$ cat src/rtl/hazard_detect_unit.sv
// Hazard detection for the 5-stage RV32I pipeline: operand forwarding selects,
// load-use stall/bubble, branch flush and stall/flush event counters.
module hazard_detect_unit #(
  parameter int CNT_W     = 32,
  parameter bit LS_FWD_EN = 1'b1
) (
  input  logic             clk,
  input  logic             rst_n,
  input  logic             rs1use_ID,
  input  logic             rs2use_ID,
  input  logic [1:0]       hazard_optype_ID,
  input  logic [4:0]       rs1_ID,
  input  logic [4:0]       rs2_ID,
  input  logic [4:0]       rd_ID,
  input  logic             Branch_ID,
  output logic [1:0]       forward_ctrl_A,
  output logic [1:0]       forward_ctrl_B,
  output logic             forward_ctrl_ls,
  output logic             PC_EN_IF,
  output logic             reg_FD_stall,
  output logic             reg_FD_flush,
  output logic             reg_DE_flush,
  output logic [CNT_W-1:0] stall_cnt,
  output logic [CNT_W-1:0] flush_cnt
);

  typedef enum logic [1:0] {
    OPT_NONE  = 2'b00,
    OPT_ALU   = 2'b01,
    OPT_LOAD  = 2'b10,
    OPT_STORE = 2'b11
  } optype_e;

  optype_e    ex_optype;
  optype_e    mem_optype;
  logic [4:0] ex_rd;
  logic [4:0] ex_rs2;
  logic [4:0] mem_rd;

  logic       ld_ex_rs1;
  logic       ld_ex_rs2;
  logic       store_fwd_ok;
  logic       load_use;
  logic       fd_flush;
  logic       ls_hit;
  logic [1:0] fwd_a;
  logic [1:0] fwd_b;

  // EX ALU result has priority over anything older sitting in MEM.
  function automatic logic [1:0] fwd_sel(
    input logic       rs_used,
    input logic [4:0] rs,
    input optype_e    ex_op,
    input logic [4:0] ex_dst,
    input optype_e    mem_op,
    input logic [4:0] mem_dst
  );
    logic [1:0] sel;
    sel = 2'b00;
    if (rs_used && (rs != 5'd0)) begin
      if ((ex_op == OPT_ALU) && (ex_dst == rs))
        sel = 2'b01;
      else if ((mem_op == OPT_ALU) && (mem_dst == rs))
        sel = 2'b10;
      else if ((mem_op == OPT_LOAD) && (mem_dst == rs))
        sel = 2'b11;
    end
    return sel;
  endfunction

  always_comb begin
    ld_ex_rs1    = (rs1_ID != 5'd0) && (ex_optype == OPT_LOAD) && (ex_rd == rs1_ID);
    ld_ex_rs2    = (rs2_ID != 5'd0) && (ex_optype == OPT_LOAD) && (ex_rd == rs2_ID);
    // A store's data operand can be fed from MEM later, so only its address stalls.
    store_fwd_ok = LS_FWD_EN && (hazard_optype_ID == OPT_STORE);
    load_use     = (rs1use_ID && ld_ex_rs1) || (rs2use_ID && ld_ex_rs2 && !store_fwd_ok);
    fd_flush     = Branch_ID && !load_use;
    ls_hit       = LS_FWD_EN && (ex_optype == OPT_STORE) && (mem_optype == OPT_LOAD) &&
                   (ex_rs2 != 5'd0) && (mem_rd == ex_rs2);
    fwd_a        = fwd_sel(rs1use_ID, rs1_ID, ex_optype, ex_rd, mem_optype, mem_rd);
    fwd_b        = fwd_sel(rs2use_ID, rs2_ID, ex_optype, ex_rd, mem_optype, mem_rd);
  end

  // Outputs are forced to their idle values for the whole time reset is held.
  always_comb begin
    forward_ctrl_A  = 2'b00;
    forward_ctrl_B  = 2'b00;
    forward_ctrl_ls = 1'b0;
    PC_EN_IF        = 1'b1;
    reg_FD_stall    = 1'b0;
    reg_FD_flush    = 1'b0;
    reg_DE_flush    = 1'b0;
    if (rst_n) begin
      forward_ctrl_A  = fwd_a;
      forward_ctrl_B  = fwd_b;
      forward_ctrl_ls = ls_hit;
      PC_EN_IF        = !load_use;
      reg_FD_stall    = load_use;
      reg_FD_flush    = fd_flush;
      reg_DE_flush    = load_use;
    end
  end

  always_ff @(posedge clk or negedge rst_n) begin
    if (!rst_n) begin
      ex_optype  <= OPT_NONE;
      ex_rd      <= 5'd0;
      ex_rs2     <= 5'd0;
      mem_optype <= OPT_NONE;
      mem_rd     <= 5'd0;
      stall_cnt  <= '0;
      flush_cnt  <= '0;
    end else begin
      mem_optype <= ex_optype;
      mem_rd     <= ex_rd;
      if (load_use) begin
        ex_optype <= OPT_NONE;
        ex_rd     <= 5'd0;
        ex_rs2    <= 5'd0;
      end else begin
        ex_optype <= optype_e'(hazard_optype_ID);
        ex_rd     <= rd_ID;
        ex_rs2    <= rs2_ID;
      end
      stall_cnt <= stall_cnt + CNT_W'(load_use);
      flush_cnt <= flush_cnt + CNT_W'(fd_flush);
    end
  end

endmodule

$ cat config.mk
export PLATFORM = sky130hd
export DESIGN_NAME = hazard_detect_unit
export DESIGN_NICKNAME = d
export VERILOG_FILES = /design/src/rtl/hazard_detect_unit.sv
export SDC_FILE = /design/constraint.sdc
export NUM_CORES = 1
export LEC_CHECK = 0
export CORE_MARGIN = 4
export CORE_UTILIZATION = 50
export CTS_CLUSTER_SIZE = 20
export DETAILED_ROUTE_END_ITERATION = 8
export GPL_ROUTABILITY_DRIVEN = 0
export MAX_ROUTING_LAYER = met4
export PLACE_DENSITY = 0.8
export SKIP_CTS_REPAIR_TIMING = 1
export SLEW_MARGIN = 0
export SYNTH_ARGS = -nofsm -noshare
export SYNTH_HDL_FRONTEND = slang
export SYNTH_SLANG_ARGS = --single-unit
$ cat constraint.sdc
create_clock -name clk -period 3.09 [get_ports clk]
set_clock_uncertainty 0.2 [all_clocks]
set_input_delay 0.618 -clock clk [delete_from_list [all_inputs] [get_ports clk]]
set_output_delay 0.618 -clock clk [all_outputs]
set_load 0.01 [all_outputs]
==> results.json <==
{
  "area_delta_synth_final_pct": 43.42,
  "die_h_um": 97.70,
  "post-dp-hpwl_um": 7113,
  "cp-endpoint": "flush_cnt[18]",
  "critPathMaxFanout": 4,
  "synth_flop_cell": "dfrtp_1",
  "crit_required_ns": 3.15,
  "syn_area_mm2": 0.004023,
  "ant_nets": 0,
  "p_switching_mw": 0.6524,
  "failed_checks": "setup timing",
  "num_vias": 3275,
  "start_util": 0.5179,
  "power.leakage_nw": 2.729,
  "cts_tree": "done",
  "r2r_cells": 11,
  "clkPwrFrac": 0.316,
  "fmax_mhz": 308.0,
  "vdd_drop_max_mv": 0.2510,
  "crit_arrival_ns": 3.31,
  "dr.first_iter.drc_count": 197,
  "cts-root-buf": "clkbuf_8",
  "synth_simple_gate_area_frac": 0.2482,
  "grt_max_degree": 46,
  "nets": 527,
  "setup_violations": 8,
  "status": "complete, but fails checks",
  "firstDrtPassIters": 4,
  "antennaDiodeCount": 0,
  "core_area_mm2": 0.007767,
  "synth_xor_area_frac": 0.1829,
  "ios": 95,
  "p_seq_frac": 0.517,
  "p_comb_frac": 0.167,
  "drt-total-wl_um": 9901,
  "path_class": "in2reg",
  "synth.distinct_cells": 36,
  "synth.mux.area_fraction": 0,
  "wl_per_cell_um": 16.31,
  "sw_frac_of_total": 0.2690,
  "cts_buffers": 9,
  "tightest_slew_ns": 0.7294,
  "drv_cap": 0,
  "io_buffers": 94,
  "r2r_end": "stall_cnt[29]",
  "clk_path_buf_depth": 2,
  "r2r_slack_ns": 0.22,
  "async_flop_share": 1.000,
  "synth_top_family_by_area": "simple AND/OR/NAND/NOR gates",
  "ys_seq_elements": 83,
  "syn_inst": 359,
  "relSlewSlack": 0.5100,
  "final.period_utilization": 1.051,
  "path_clk_slew_ns": 0.08,
  "grt_overflow": 0,
  "slew_viol_final": 0,
  "seq_area_frac_synth": 0.5163,
  "layout-drive-gt1-share": 0.2218,
  "final_cell_mix": "dfrtp_1, clkdlybuf4s50_1, xnor2_1",
  "final_core_util": 0.7428,
  "die_w_um": 97.70,
  "grt_pass1_wl_um": 16390,
  "antenna_found_initial": 0,
  "synth_fa_ha_area_frac": 0.01555,
  "endpoint_kind": "register",
  "synth-edff-count": 0,
  "final_common_cell": "dfrtp_1",
  "fp-row-count": 32,
  "ys_warn_count": 0,
  "fin_hold_ws_ns": 0.2062,
  "grt_pass1_vias": 3349,
  "syn_area_per_cell_um2": 11.21,
  "crit_start": "rs2_ID[2]",
  "setup_ws_ns": -0.1564,
  "finalCriticalPeriod_ns": 3.246,
  "p_per_area_mw_per_mm2": 420.4,
  "cts_sinks": 83,
  "p_total_mw": 2.425,
  "die_area_mm2": 0.009544,
  "start_kind": "primary input",
  "viasPerCell": 5.395,
  "rsz0062_at_grt": "true",
  "clkLatencyLatePin_ns": 0.34,
  "r2r_start": "ex_optype[0]",
  "p_int_mw": 1.773,
  "hold_violations": 0,
  "grt_usage": 0.2154,
  "drc": 0,
  "htreeDepth": 3,
  "hp-class": "in2async",
  "syn-num-nets": 386,
  "synth_compound_area_frac": 0.01306
}
==> per-stage QoR <==
stage                     area [um2]  std cells  worst slack [ns]  setup TNS, ns
final                           5769        607           -0.1564        -0.5520
after global routing            5769        607           -0.2766         -2.053
after CTS                       5557        597           -0.6115         -9.293
after detailed placement        5363        581           -0.6371         -27.56
after global placement          5363        581           -0.5710         -25.47
after floorplan                 4074        359           -0.2810         -3.892
==> final cells by class <==
class                      count  area (um2)
clock inverter                 5       52.55
tap                          102       127.6
fill                         552        1998
timing repair buffer         140        1291
clock buffer                  11       141.4
sequential                    83        2077
multi-input combinational    258        2049
inverter                       8       30.03
==> flip-flops by register name (all words and copies together), names as in the netlist <==
register    count
mem_optype      2
ex_rd           5
mem_rd          5
ex_rs2          5
ex_optype       2
flush_cnt      32
stall_cnt      32
==> layer usage <==
metal | GRT usage | part of all wire
met1 | 0.2862 | 0.46
met2 | 0.3368 | 0.49
met3 | 0.04020 | 0.038
met4 | 0.06816 | 0.013
met5 | - | 0
==> critical path, stage by stage <==
cell and delay [ns]:
buf_6 0.09, or4_4 0.52, o21a_1 0.22, nor4bb_4 0.16, buf_4 0.15, nor3b_4 0.18
ha_2 0.21, ha_4 0.14, nand2_4 0.06, or4_4 0.55, nor3_4 0.20, xor2_1 0.19
==> cells by family after synthesis <==
kind of cell	count (synthesis)
flops	83
simple gates	160
compound gates	9
buf+inv	18
xor+xnor	84
fa+ha+maj	5
==> cells in the mapped netlist (all sizes together) (2+ instances only) <==
library cell	number	area (um2)
a21oi	4	20.02
and2	7	43.80
and3	12	75.07
and4	6	52.55
buf	4	43.79
clkbuf	6	22.52
dfrtp	83	2077
ha	5	62.56
inv	8	30.03
nand2	20	75.07
nand2b	2	12.51
nand3	27	140.1
nand4	23	143.9
nor2	9	33.78
nor2b	3	18.77
nor3	17	90.09
nor3b	15	157.7
nor4	8	56.30
nor4b	2	30.03
o21a	3	22.52
o21ai	2	10.01
or3	2	12.51
or3b	2	17.52
or4	3	22.52
xnor2	49	429.2
xor2	35	306.5
==> worst min path at each step <==
stage                                to  cells after the start    startpoint
after detailed placement  mem_optype[0]                      0  ex_optype[0]
after global routing      stall_cnt[18]                      2         rst_n
after CTS                  stall_cnt[0]                      1         rst_n
final                      stall_cnt[6]                      2         rst_n
after global placement    mem_optype[0]                      0  ex_optype[0]
after floorplan            ex_optype[0]                      0         rst_n
==> power by group through the flow <==
stage                     Clock, mW  Combinational [mW]  Sequential [mW]
after floorplan                   0               0.128             1.27
after global placement            0               0.375             1.26
after detailed placement          0               0.385             1.26
after CTS                     0.787               0.387             1.24
after global routing          0.836               0.441             1.27
final                         0.765               0.406             1.25
No activity file was read; power rests on OpenSTA's default activity.
==> edit 1: new RTL, config.mk and constraints unchanged <==
Register the output `flush_cnt` once more, cleared by the reset; this adds one clock of latency there. The other outputs are not delayed to match.
--- a/src/rtl/hazard_detect_unit.sv
+++ b/src/rtl/hazard_detect_unit.sv
@@ -31,4 +31,6 @@
     OPT_STORE = 2'b11
   } optype_e;
+
+  logic [CNT_W-1:0] flush_cnt_s0;
 
   optype_e    ex_optype;
@@ -110,5 +112,5 @@
       mem_rd     <= 5'd0;
       stall_cnt  <= '0;
-      flush_cnt  <= '0;
+      flush_cnt_s0 <= '0;
     end else begin
       mem_optype <= ex_optype;
@@ -124,5 +126,13 @@
       end
       stall_cnt <= stall_cnt + CNT_W'(load_use);
-      flush_cnt <= flush_cnt + CNT_W'(fd_flush);
+      flush_cnt_s0 <= flush_cnt_s0 + CNT_W'(fd_flush);
+    end
+  end
+
+  always_ff @(posedge clk or negedge rst_n) begin
+    if (!rst_n) begin
+      flush_cnt <= '0;
+    end else begin
+      flush_cnt <= flush_cnt_s0;
     end
   end
Function: changed (a bounded check fails within 4 cycles, from zero or initial values and one cycle with rst_n low).
==> edit 1 against the unedited design <==
Critical endpoint is now flush_cnt_s0[20]; largest power group is now the clock network; total power grew 70%; setup slack gained 96 ps; wire length grew 18%; sequential cell count up 32; area after synthesis rose by 20%; cell count is 11% higher; critical path type unchanged; sequential share of layout area is 5.6 points higher; the flow still finishes with violations (negative setup slack); design area increased by 20%.
==> edit 1: results (changes against the unedited design) <==
- GRT met3 Usage: 6.13% (+2.1 points)
- Worst VDD drop: 0.415 mV (+65%)
- Commonest cells post-synth: 115 x dfrtp_1, 49 x xnor2_1, 35 x xor2_1
- Crit path DAT: 3360 ps (+50 ps)
- First-iteration detailed-routing DRC count: 188 (-4.6%)
- P_leak: 3.26 nW (+19%)
- Largest registers: flush_cnt: 32 flops, flush_cnt_s0: 32 flops, stall_cnt: 32 flops
- Vias in the first global route: 3747 (+12%)
- Final worst slack: -60.9 ps (+95.6 ps)
- Mapped Nets: 418 (+8.3%)
- Routed wl met2: 6050 µm (+24%)
- Clk Latency, worst-skew pair: 500 ps (+160 ps)
- First-pass iteration count of the detailed router: 4 (unchanged)
- Avg Cell Area, Syn: 12.3 µm² (+10%)
- CTS Buf Count: 17 (+8)
- Failing checks: negative setup slack
- Dpl hpwl: 7920 µm (+11%)
- Synth top area cells: dfrtp_1 60%, xnor2_1 8.9%, xor2_1 6.4%
- Routed wl met3: 720 µm (+92%)
- Largest net degree at the start of global routing: 88 (+91%)
- Drt via density: 5.35 (-0.87%)
- Place WS: -705 ps (-68.1 ps)
- Worst-path fanout max: 4 (unchanged)
- Global-route wire length before repair: 18900 µm (+15%)
- CTS Buffer Depth: 2 (unchanged)
- Met1 Usage GRT: 25.9% (-2.7 points)
- Worst slew margin: 28.3% (-23 points)
- Placement Cell Area: 6150 µm² (+15%)
- Prevailing post-synth register cell: dfrtp_1
- Met1 Wirelength: 4660 µm (+3.0%)
- Share of cells above drive strength 1: 20.4% (-1.8 points)
- Hold crit path type: reg -> reg
- GR Util met2: 36.8% (+3.1 points)
- Total detailed-routing wirelength: 11600 µm (+18%)
- Final nets: 559 (+6.1%)
- Final setup viols: 1 (-7)
- GRT Util Overall: 22.1% (+0.54 points)
- Library cells used by synthesis: 36 (unchanged)
- Antenna diodes: 0 (unchanged)
- Synth async-reset ratio: 100% (unchanged)
- Non-Filler Instances: 674 (+11%)
- Clock-pin transition on the worst setup and hold timing paths: 60 ps (-20 ps)
- Status: finished, violations left
- Final setup TNS: -60.9 ps (+491 ps)
- Sequential cell area fraction in the yosys report: 59.7% (+8.0 points)
- Cells after DPL: 634 (+9.1%)
- Htree depth: 4 (+1)
## edit 1: cell types whose count changed after synthesis, sizes merged
| cell | before | now |
|---|---|---|
| dfrtp | 83 | 115 |
## edit 1: worst max-delay path, cell delays in order
cell and delay [ps]:
buf_6 90, or4_1 510, o21a_1 220, nor4bb_4 160, buf_4 140, nor3b_4 190
ha_2 230, ha_4 140, nand2_4 60, or4_4 580, nor3_4 220, xor2_1 180
## edit 1: logic make-up (layout without fill, tap and decap cells)
group / after synthesis / count (layout) / synth area share [%]
and+or+nand+nor: 160 / 160 / 20.7
DFF: 115 / 115 / 59.7
xor gates and xnor gates: 84 / 84 / 15.3
buffers and inverters: 18 / 172 / 2.00
AOI/OAI and AO/OA: 9 / 9 / 1.09
adders and majority gates: 5 / 5 / 1.30
## edit 1: final timing paths
| path | start | to | slack, ps | depth (start not counted) |
|---|---|---|---|---|
| max in group asynchronous | rst_n | flush_cnt[6] | 780 | 4 |
| max reg2reg | ex_rd[3] | stall_cnt[29] | 130 | 10 |
| min | flush_cnt_s0[31] | flush_cnt[31] | 220 | 0 |
| max | rs2_ID[4] | flush_cnt_s0[20] | -60 | 12 |
| min reg2reg | flush_cnt_s0[31] | flush_cnt[31] | 220 | 0 |
| min in group asynchronous | rst_n | mem_rd[4] | 480 | 2 |
## edit 1: layout make-up
| cell class | count | area, µm² |
|---|---|---|
| sequential | 115 | 2880 |
| fill | 599 | 2400 |
| clock inverter | 14 | 179 |
| inverter | 8 | 30.0 |
| clock buffer | 18 | 428 |
| multi-input combinational | 258 | 2010 |
| timing repair buffer | 132 | 1240 |
| tap | 129 | 161 |
## edit 1: power breakdown
part	switching [mW]	total, mW	internal [mW]
combinational	0.202	0.432	0.230
sequential	0.103	1.73	1.62
clock	0.700	1.96	1.26
==> edit 2: new RTL, same settings <==
Made on the original files. `LS_FWD_EN`: 1'b1 -> 1'b0.
--- a/src/rtl/hazard_detect_unit.sv
+++ b/src/rtl/hazard_detect_unit.sv
@@ -3,5 +3,5 @@
 module hazard_detect_unit #(
   parameter int CNT_W     = 32,
-  parameter bit LS_FWD_EN = 1'b1
+  parameter bit LS_FWD_EN = 1'b0
 ) (
   input  logic             clk,
Check against the original RTL: not equivalent (a bounded check fails within 4 cycles, from zero or initial values and one cycle with rst_n low).
==> edit 2 against the unedited design <==
Wire length shrank 8.6%; register-to-register slack gained 90 ps; cell count shrank 6.9%; area after synthesis shrank 7.1%; sequential cell count shrank 5; total power shrank 5.9%; non-clock buffer count shrank 7; design area shrank 4.7%; global-route usage grew 0.053 points; setup slack gained 240 ps; largest power group unchanged; highest routed layer unchanged.
==> edit 2: results (changes against the unedited design) <==
- Worst slew pin tran: 867 ps (+138 ps)
- Vias in the first global route: 3092 (-7.7%)
- Final nets: 487 (-7.6%)
- P_leak: 2.62 nW (-3.9%)
- Library cells used by synthesis: 37 (+2.8%)
- Commonest cells post-synth: 78 x dfrtp_1, 48 x xnor2_1, 33 x xor2_1
- Worst-path fanout max: 2 (-2)
- GRT Util Overall: 21.6% (+0.053 points)
- Final-layout fill cell count: 496 (-10%)
- Mapped Nets: 353 (-8.5%)
- Placement Cell Area: 5220 µm² (-2.7%)
- Clock root cell: clkbuf_8
- Synth top area cells: dfrtp_1 52%, xnor2_1 11%, xor2_1 7.7%
- Initial antenna violation count: 0 (unchanged)
- Largest net degree at the start of global routing: 71 (+54%)
- Htree depth: 3 (unchanged)
- First-iteration detailed-routing DRC count: 87 (-56%)
- Status: finished clean
- Via Count: 2981 (-9.0%)
- Antenna diodes: 0 (unchanged)
- Largest registers: flush_cnt: 32 flops, stall_cnt: 32 flops
- Crit path DAT: 2190 ps (-1120 ps)
- Dpl hpwl: 6550 µm (-8.0%)
- Clock-pin transition on the worst setup and hold timing paths: 80 ps (about the same)
- Synth async-reset ratio: 100% (unchanged)
- CTS Buffer Depth: 2 (unchanged)
- First-pass iteration count of the detailed router: 4 (unchanged)
- Worst VDD drop: 0.428 mV (+70%)
- Clk Latency, worst-skew pair: around 350 ps
- Worst r2r src: ex_rd[1]
- Crit. Startpoint: rs2_ID[0]
- Port bufs: 93 (-1.1%)
- CTS Buf Count: 9 (unchanged)
- Psw: 0.606 mW (-7.1%)
- Worst Min Path Start: ex_optype[1]
- Share of cells above drive strength 1: 23.4% (+1.2 points)
- Hold crit path type: reg -> reg
- Final hold violations: 0 (unchanged)
- Sequential cell area fraction in the yosys report: 52.2% (+0.61 points)
- Global-route wire length before repair: 14700 µm (-10%)
- Avg WL per Cell: 16.0 µm (-1.8%)
- YS warnings: 0 (unchanged)
==> edit 2: critical path, cell delays in order <==
cell and delay (ps):
clkdlybuf4s50_1 500, xnor2_1 140, nand3_1 160, or3_4 410
a211oi_2 200, clkbuf_2 170
==> edit 2: path summary, 6_finish.rpt <==
path | end | slack (ps) | cells past startpoint
setup / recovery | forward_ctrl_B[0] | 80 | 6
hold / removal | mem_optype[1] | 210 | 0
setup reg to reg | stall_cnt[22] | 310 | 11
hold reg to reg | mem_optype[1] | 210 | 0
max in group asynchronous | flush_cnt[18] | 1150 | 3
min in group asynchronous | mem_rd[1] | 440 | 2
==> edit 2: cells by family (layout without fill, tap and decap cells) <==
group,Yosys count,after routing,share of synthesized area [%]
AOI/OAI and AO/OA,6,6,1.00
xor gates and xnor gates,81,81,19.0
adders and majority gates,4,4,1.34
buffers and inverters,16,155,2.14
DFF,78,78,52.2
other,1,1,0.100
and+or+nand+nor,141,141,24.2
==> edit 2: cell type report <==
| type | count | area, µm² | area share (%) |
|---|---|---|---|
| multi-input cells | 233 | 1980 | 36.0 |
| clock buffers | 11 | 141 | 2.57 |
| well taps | 99 | 124 | 2.25 |
| repair buffers | 133 | 1220 | 22.3 |
| inverters | 6 | 22.5 | 0.410 |
| clock inverters | 5 | 56.3 | 1.02 |
| flip-flops and latches | 78 | 1950 | 35.5 |
==> edit 2: per-stage QoR <==
stage	std cells	TNS, ps	setup slack (ps)	hold WS [ps]	power [mW]
2_1_floorplan	327	-570	-57.8	122	1.29
3_3_place_gp	547	-24950	-551	190	1.50
3_5_place_dp	547	-28230	-657	188	1.51
4_1_cts	563	-10360	-595	-112	2.28
5_1_grt	565	-299	-73.9	221	2.38
6_report	565	0	81.1	212	2.28
==> edit 2: per-layer routing <==
layer | track usage [%] | up-vias | share of wire, %
met3 | 2.95 | 14 | 3.5
met2 | 35.1 | 78 | 51
met5 | - | - | 0
met1 | 27.5 | 1473 | 44
met4 | 8.54 | 0 | 1.6
li1 | - | 1416 | -
==> edit 2: power groups by stage <==
stage               clock [mW]  combinational, mW  sequential (mW)
floorplan                    0             0.0997             1.19
global placement             0              0.323             1.18
detailed placement           0              0.330             1.18
CTS                      0.783              0.333             1.16
global route             0.831              0.370             1.18
finish                   0.774              0.340             1.17
